===== config.mk =====
export PLATFORM = sky130hd
export DESIGN_NAME = poly1305_mod_reduce
export DESIGN_NICKNAME = d
export VERILOG_FILES = /design/src/rtl/poly1305_mod_reduce.sv
export SDC_FILE = /design/constraint.sdc
export NUM_CORES = 2
export LEC_CHECK = 0
export ABC_AREA = 1
export BUFFER_PORTS_ARGS = -buffer_cell sky130_fd_sc_hd__buf_4
export CAP_MARGIN = 40
export CELL_PAD_IN_SITES_DETAIL_PLACEMENT = 0
export CELL_PAD_IN_SITES_GLOBAL_PLACEMENT = 1
export CORE_ASPECT_RATIO = 0.75
export CORE_MARGIN = 2
export CORE_UTILIZATION = 43
export CTS_CLUSTER_DIAMETER = 80
export DETAILED_ROUTE_END_ITERATION = 7
export PLACE_DENSITY = 0.84
export SYNTH_ARGS = -nofsm -noshare
export SYNTH_HDL_FRONTEND = slang
export SYNTH_SLANG_ARGS = --single-unit

===== constraint.sdc =====
create_clock -name clk -period 4.2 [get_ports clk]
set_input_delay 0.84 -clock clk [delete_from_list [all_inputs] [get_ports clk]]
set_output_delay 0.84 -clock clk [all_outputs]
set_load 0.01 [all_outputs]

===== src/rtl/poly1305_mod_reduce.sv =====
// poly1305_mod_reduce
//   Reduces a multiplier product modulo p = 2^P_BITS - FOLD_C to a canonical
//   value in [0, p-1]. Each busy cycle performs one fold, acc = lo + C*hi,
//   until hi is zero. A final conditional subtract of p then finishes the job.
//   The start/busy/done handshake matches the multiplier's, so product_out/done
//   of that block can drive product_in/start here directly.
//
// Ports
//   clk        rising-edge clock
//   reset_n    asynchronous active-low reset
//   start      request, sampled only while busy=0
//   product_in value to reduce, sampled on the accepting edge
//   result_out reduced value, held until the next done
//   busy       high while a reduction is in progress
//   done       one-cycle pulse when result_out is updated
module poly1305_mod_reduce #(
    parameter int P_BITS  = 130,
    parameter int IN_BITS = 258,
    parameter int FOLD_C  = 5
) (
    input  logic               clk,
    input  logic               reset_n,
    input  logic               start,
    input  logic [IN_BITS-1:0] product_in,
    output logic [P_BITS-1:0]  result_out,
    output logic               busy,
    output logic               done
);

    typedef enum logic [1:0] {IDLE, FOLD, FINAL} state_t;

    // p = 2^P_BITS - FOLD_C, built as all-ones minus (C-1) to avoid 2**P_BITS overflow
    localparam logic [P_BITS-1:0] P_MOD = {P_BITS{1'b1}} - P_BITS'(FOLD_C - 1);

    state_t                     state;
    logic [IN_BITS-1:0]         acc;
    logic [IN_BITS-P_BITS-1:0]  hi;
    logic [P_BITS-1:0]          lo;
    logic [IN_BITS-1:0]         fold_sum;
    logic [P_BITS-1:0]          final_val;

    assign hi = acc[IN_BITS-1:P_BITS];
    assign lo = acc[P_BITS-1:0];

    // Full IN_BITS-wide arithmetic. The first fold needs up to P_BITS+2 bits,
    // so nothing can truncate here. The multiply by a constant reduces to shifts and adds.
    assign fold_sum = IN_BITS'(lo) + hi * IN_BITS'(FOLD_C);

    assign final_val = (lo >= P_MOD) ? lo - P_MOD : lo;

    // The FINAL step is taken inside FOLD on the edge where hi==0.
    // Otherwise k folds would cost k+2 cycles instead of k+1.
    always_ff @(posedge clk or negedge reset_n) begin
        if (!reset_n) begin
            state      <= IDLE;
            acc        <= '0;
            result_out <= '0;
            busy       <= 1'b0;
            done       <= 1'b0;
        end else begin
            done <= 1'b0;
            case (state)
                IDLE: begin
                    if (start) begin
                        acc   <= product_in;
                        busy  <= 1'b1;
                        state <= FOLD;
                    end
                end
                FOLD: begin
                    if (|hi) begin
                        acc <= fold_sum;
                    end else begin
                        result_out <= final_val;
                        busy       <= 1'b0;
                        done       <= 1'b1;
                        state      <= IDLE;
                    end
                end
                FINAL: begin
                    result_out <= final_val;
                    busy       <= 1'b0;
                    done       <= 1'b1;
                    state      <= IDLE;
                end
                default: begin
                    busy  <= 1'b0;
                    state <= IDLE;
                end
            endcase
        end
    end

endmodule


== Word-level counts from Yosys, hierarchy flattened ==
Cells that the tools add are included.

* Register bits: 392
* Bits in latches: 0
* Memory bits (writable): 0
* Bits in read-only memories: 0
* Bits of input ports: 261
* Output and inout bits: 132
* Word-level logic and storage cells: 35
* Memories: 0

* Add/subtract/negate cells: 2
* Multipliers: 1
* Div/mod/pow operators: 0
* $lt $le $gt $ge: 1
* Eq/ne operators: 5
* Shift operators: 0
* Mux-type cells: 14
* Bitwise operators: 0
* Reduce and logical (&&, ||, !) cells: 7

{| class="wikitable"
|+ Operators with widths
! cell !! number
|-
| two-way mux 258 bit || 2
|-
| case mux 258 bit (2 select lines) || 1
|-
| two-way mux 130 bit || 2
|-
| case mux 130 bit (2 select lines) || 1
|-
| adder 130 x 131 -> 132 bit || 1
|-
| multiplier 128 x 3 -> 131 bit, second input constant || 1
|-
| >= comparator 130 bit, second input constant || 1
|-
| subtractor 130 bit, second input constant || 1
|-
| OR reduction 128 bit || 1
|-
| != test 2 bit, second input constant || 3
|-
| two-way mux 2 bit || 2
|-
| case mux 1 bit (2 select lines) || 2
|-
| case mux 2 bit (2 select lines) || 1
|-
| AND reduction 2 bit || 2
|-
| nonzero test 2 bit || 2
|-
| two-way mux 1 bit || 3
|-
| AND reduction 3 bit || 1
|-
| equality test 2 x 1 -> 1 bit, second input constant || 1
|-
| equality test 2 bit, second input constant || 1
|-
| logical NOT 2 bit || 1
|}

== Depth between registers and ports, before layout ==
* Depth in word-level cells: 4
* Mapped depth: 23
* Mapped depth without buffers: 23

== Least setup slack after synthesis ==
No wires, ideal clock.

* Path kind: register -> register
* From: register acc[134]
* To: register acc[82]
* Library setup time: 116 ps
* Data arrival time: 2809 ps
* Required time: 4084 ps
* Path slack: 1275 ps
* Stages on the path, launching flop included: 21
* Buffers on the path: 0
* Clock period less this slack: 2925 ps
* Path through: dfrtp_1 -> ha_1 -> inv_1 -> fa_1 -> inv_1 -> ha_1 -> nand2_1 -> nor2_1 -> nand3_1 -> nand3_1 -> nand2_1 -> nand2_1 -> nand2_1 -> nand2_1 -> nand2_1 -> nand2_1 -> nand2_1 -> nand3_1 -> nand3_1 -> nand2_1 -> nand2_1

* Cells in the longest elaborated chain, start to end: 4
* Elaborated cells on any way between the ends: 7
* Those cells by class: add/sub: 1; mul: 1; eq/ne: 1; mux: 2; reduce/logical: 2

{| class="wikitable"
|+ RTL lines
! item !! RTL line !! RTL
|-
| start, declared || 36 || <nowiki>logic [IN_BITS-1:0] acc;</nowiki>
|-
| start signal, assigned || 65 || <nowiki>acc <= product_in;</nowiki>
|-
| start signal, assigned || 72 || <nowiki>acc <= fold_sum;</nowiki>
|-
| multiplier 128 x 3 -> 131 bit || 47 || <nowiki>assign fold_sum = IN_BITS'(lo) + hi * IN_BITS'(FOLD_C);</nowiki>
|-
| adder 130 x 131 -> 132 bit || 47 ||
|-
| two-way mux 258 bit || 71 || <nowiki>if (|hi) begin</nowiki>
|-
| case mux 258 bit (2 select lines) || 62 || <nowiki>case (state)</nowiki>
|}

Parallel ways exist; a longest one is shown, timed or not. The select of a mux whose other input is x is not followed.
A chain may end at the register's enable or synchronous reset.

== Worst setup path after layout ==
* From: register acc[134]
* To: register acc[93]

The elaborated chain is that of the path after synthesis.

==> flow_metrics.env <==
export IMPL_synth_top_area_share=0.265
export IMPL_portBuffers=392
export IMPL_worst_setup_path_start_kind="register"
export IMPL_crit_type="reg2reg"
export IMPL_cp_end_kind="register"
export IMPL_antenna_found_initial=3
export IMPL_maxSlewViolCount=0
export IMPL_synthArstFlopShare=1.00
export IMPL_wire_per_inst_um=23.9
export IMPL_gp_congestion=1.06
export IMPL_synthTopCellsByArea="dfrtp_1 (27%), nand2_1 (18%), inv_1 (13%)"
export IMPL_overflow=0
export IMPL_fin_nets=7032
export IMPL_fin_crit_sh=0.983
export IMPL_clock_latency_ns=0.63
export IMPL_slew_headroom=0.307
export IMPL_synth_seq_cells=390
export IMPL_drt_iter0_drc=5326
export IMPL_syn_area_um2=36800
export IMPL_peakVddDrop_uv=488
export IMPL_pwr_density_cell_nw_per_um2=732
export IMPL_syn_area_per_cell_um2=6.31
export IMPL_critical_path_required_ns=4.71
export IMPL_tightest_slew_ns=1.03
export IMPL_numCtsBuffers=45
export IMPL_die_y_um=257
export IMPL_ys_warnings_count=0
export IMPL_p_leak_nw=25.2
export IMPL_wl_um=180000
export IMPL_synth_top_area_cell="dfrtp_1"
export IMPL_cts_htree_levels=2
export IMPL_cts_tree="done"
export IMPL_grt_max_degree=124
export IMPL_rows=92
export IMPL_period_needed_ns=4.13
export IMPL_cts_max_path_buffers=3
export IMPL_synth_fp_nets=6475
export IMPL_postSynthCellCount=5827
export IMPL_dieArea_um2=87900
export IMPL_final_cells=7547
export IMPL_grt_use_total=0.404
export IMPL_num_io_pins=393
export IMPL_vias=40900
export IMPL_drive_gt1_frac=0.122
export IMPL_hpwl_um=153000
export IMPL_design_power_total_w=0.0325
export IMPL_drt_vias_per_instance=5.42
export IMPL_grt_pass1_vias=37700
export IMPL_max_cap_violations=0
export IMPL_hold_violations=0
export IMPL_start_util=0.436
export IMPL_swShare=0.551
export IMPL_fmax_mhz=242
export IMPL_dr_pass1_iters=6
export IMPL_die_width_um=342
export IMPL_hold_ws_ns=0.171
export IMPL_clk_transition_reported_paths_ns=0.06
export IMPL_sequentialPowerShare=0.213
export IMPL_core_um2=84400
export IMPL_setup_violations=0
export IMPL_synth_edf_count=0
export IMPL_synth_top_flop_cell="dfrtp_1"
export IMPL_dp_cells=7464
export IMPL_status="finished, final reports clean"
export IMPL_fin_worst_skew_ns=0.0243
export IMPL_seq_area_um2=9770
export IMPL_hold_buffers=0
export IMPL_synth_distinct_cells=39
export IMPL_final_core_util=0.526
export IMPL_cts_root_buf="clkbuf_16"
export IMPL_combPwrFrac=0.656
export IMPL_fillers=8806
export IMPL_multi_input_area_um2=21600
export IMPL_cts_sinks=390
export IMPL_clkPwrFrac=0.131
export IMPL_switchingPower_w=0.0179
export IMPL_drc_errors=0
export IMPL_grt_pass1_wl_um=258000
export IMPL_synthTopCellsByCount="nand2_1 (1,804), inv_1 (1,314), nor2_1 (557)"
export IMPL_intPower_w=0.0146
export IMPL_ant_nets=0
export IMPL_ys_seq_area_frac=0.265
export IMPL_worst_hold_path_type="in2async"
export IMPL_yosysMostFrequentCell="nand2_1"
export IMPL_arrival_ns=4.64
export IMPL_path_max_fanout=6
export IMPL_area_delta_synth_final_pct=20.8
-- worst max-delay path, cell delays in order, from the launching register on --
cell and delay, ns:
dfrtp_1 0.46, ha_1 0.31, inv_1 0.05, fa_1 0.49
inv_1 0.04, ha_1 0.35, nand2_1 0.15, nor2_1 0.26
nand2_1 0.14, nand2_4 0.18, nand2_1 0.09, nand2_2 0.20
nand2_1 0.08, nand2_1 0.22, nand2_1 0.09, nand2_1 0.07
buf_4 0.19, nand2_1 0.12, nand3_1 0.08, nand3_1 0.12
nand2_1 0.22, nand2_1 0.07
-- final timing paths --
kind	start	endpoint	slack [ns]	cells after the start
min in group clk	product_in[167]	acc[167]$_DFFE_PN0P_	0.45	3
max in group asynchronous	reset_n	acc[222]$_DFFE_PN0P_	2.90	2
hold / removal	reset_n	acc[38]$_DFFE_PN0P_	0.17	1
setup reg to reg	acc[134]$_DFFE_PN0P_	acc[93]$_DFFE_PN0P_	0.07	21
hold reg to reg	result_out[90]$_DFFE_PN0P_	result_out[90]$_DFFE_PN0P_	0.48	2
setup / recovery	acc[134]$_DFFE_PN0P_	acc[93]$_DFFE_PN0P_	0.07	21
-- layer usage --
layer,wire length (um),part of all wire,vias to the layer above,global-route usage
met3,26100,0.14,124,0.139
met1,85400,0.47,19600,0.648
met4,3080,0.017,2,0.0674
li1,-,-,18900,-
met2,65800,0.36,2219,0.512
met5,13,0.000072,-,0
-- logic make-up (layout without fill, tap and decap cells) --
kind of cell               Yosys count  in the layout  share of synthesized area
and+or+nand+nor                   3012           3012                      0.335
buffers and inverters             1457           2047                      0.154
AOI/OAI and AO/OA                  526            526                     0.0748
xor gates and xnor gates            55             55                     0.0131
other                                0              2                          0
adders and majority gates          387            387                      0.158
DFF                                390            390                      0.265
-- timing repair --
item | in CTS | in global routing
setup endpoints to repair | 26 | 34
gates resized for setup | 13 | 41
setup buffers | 0 | 1
pin swaps | 0 | 1
endpoints found under the hold margin | 0 | 0
-- final cells by class --
type                    count  share of cell area
diodes                      2            0.000113
clock buffers              59              0.0279
clock inverters            21             0.00626
inverters                1319               0.112
multi-input cells        3980               0.485
flip-flops and latches    390               0.220
well taps                1128              0.0318
repair buffers            648               0.117
-- flip-flops by register name, summed over array words and instances, names as in the netlist --
register,flops
acc,258
result_out,130
done,1
state,1
-- layout by cell type, fill, tap and decap left out, drive strengths merged, types with 2 or more instances in the layout --
cell / count
o211ai: 11
nand4: 75
a22oi: 5
buf: 648
o21bai: 10
fa: 127
nor2: 558
ha: 260
nand3b: 9
xnor2: 20
clkbuf: 59
o21a: 3
o21ai: 216
diode: 2
o22ai: 5
dfrtp: 390
a21oi: 263
clkinvlp: 3
and2: 2
bufinv: 4
inv: 1322
a21boi: 2
xor2: 35
nand3: 446
nor3: 62
a21o: 4
o31ai: 6
nand2: 1807
clkinv: 11
nor4: 52
-- power groups by stage --
stage	clock network [W]	logic [W]	registers, W
floorplan	0	0.0111	0.00656
global route	0.00440	0.0230	0.00705
finish	0.00424	0.0213	0.00693
CTS	0.00425	0.0205	0.00684
global placement	0	0.0203	0.00687
detailed placement	0	0.0204	0.00688
-- metrics by stage --
step	setup TNS, ns	cell area, um^2	setup WS, ns
final	0	44400	0.0696
after floorplan	0	36800	1.27
after CTS	0	44300	0.0232
after global routing	-0.0187	44400	-0.0116
after global placement	-3.91	42700	-0.332
after detailed placement	-3.85	42700	-0.362
Note: power is estimated with default switching activity, not from simulation.
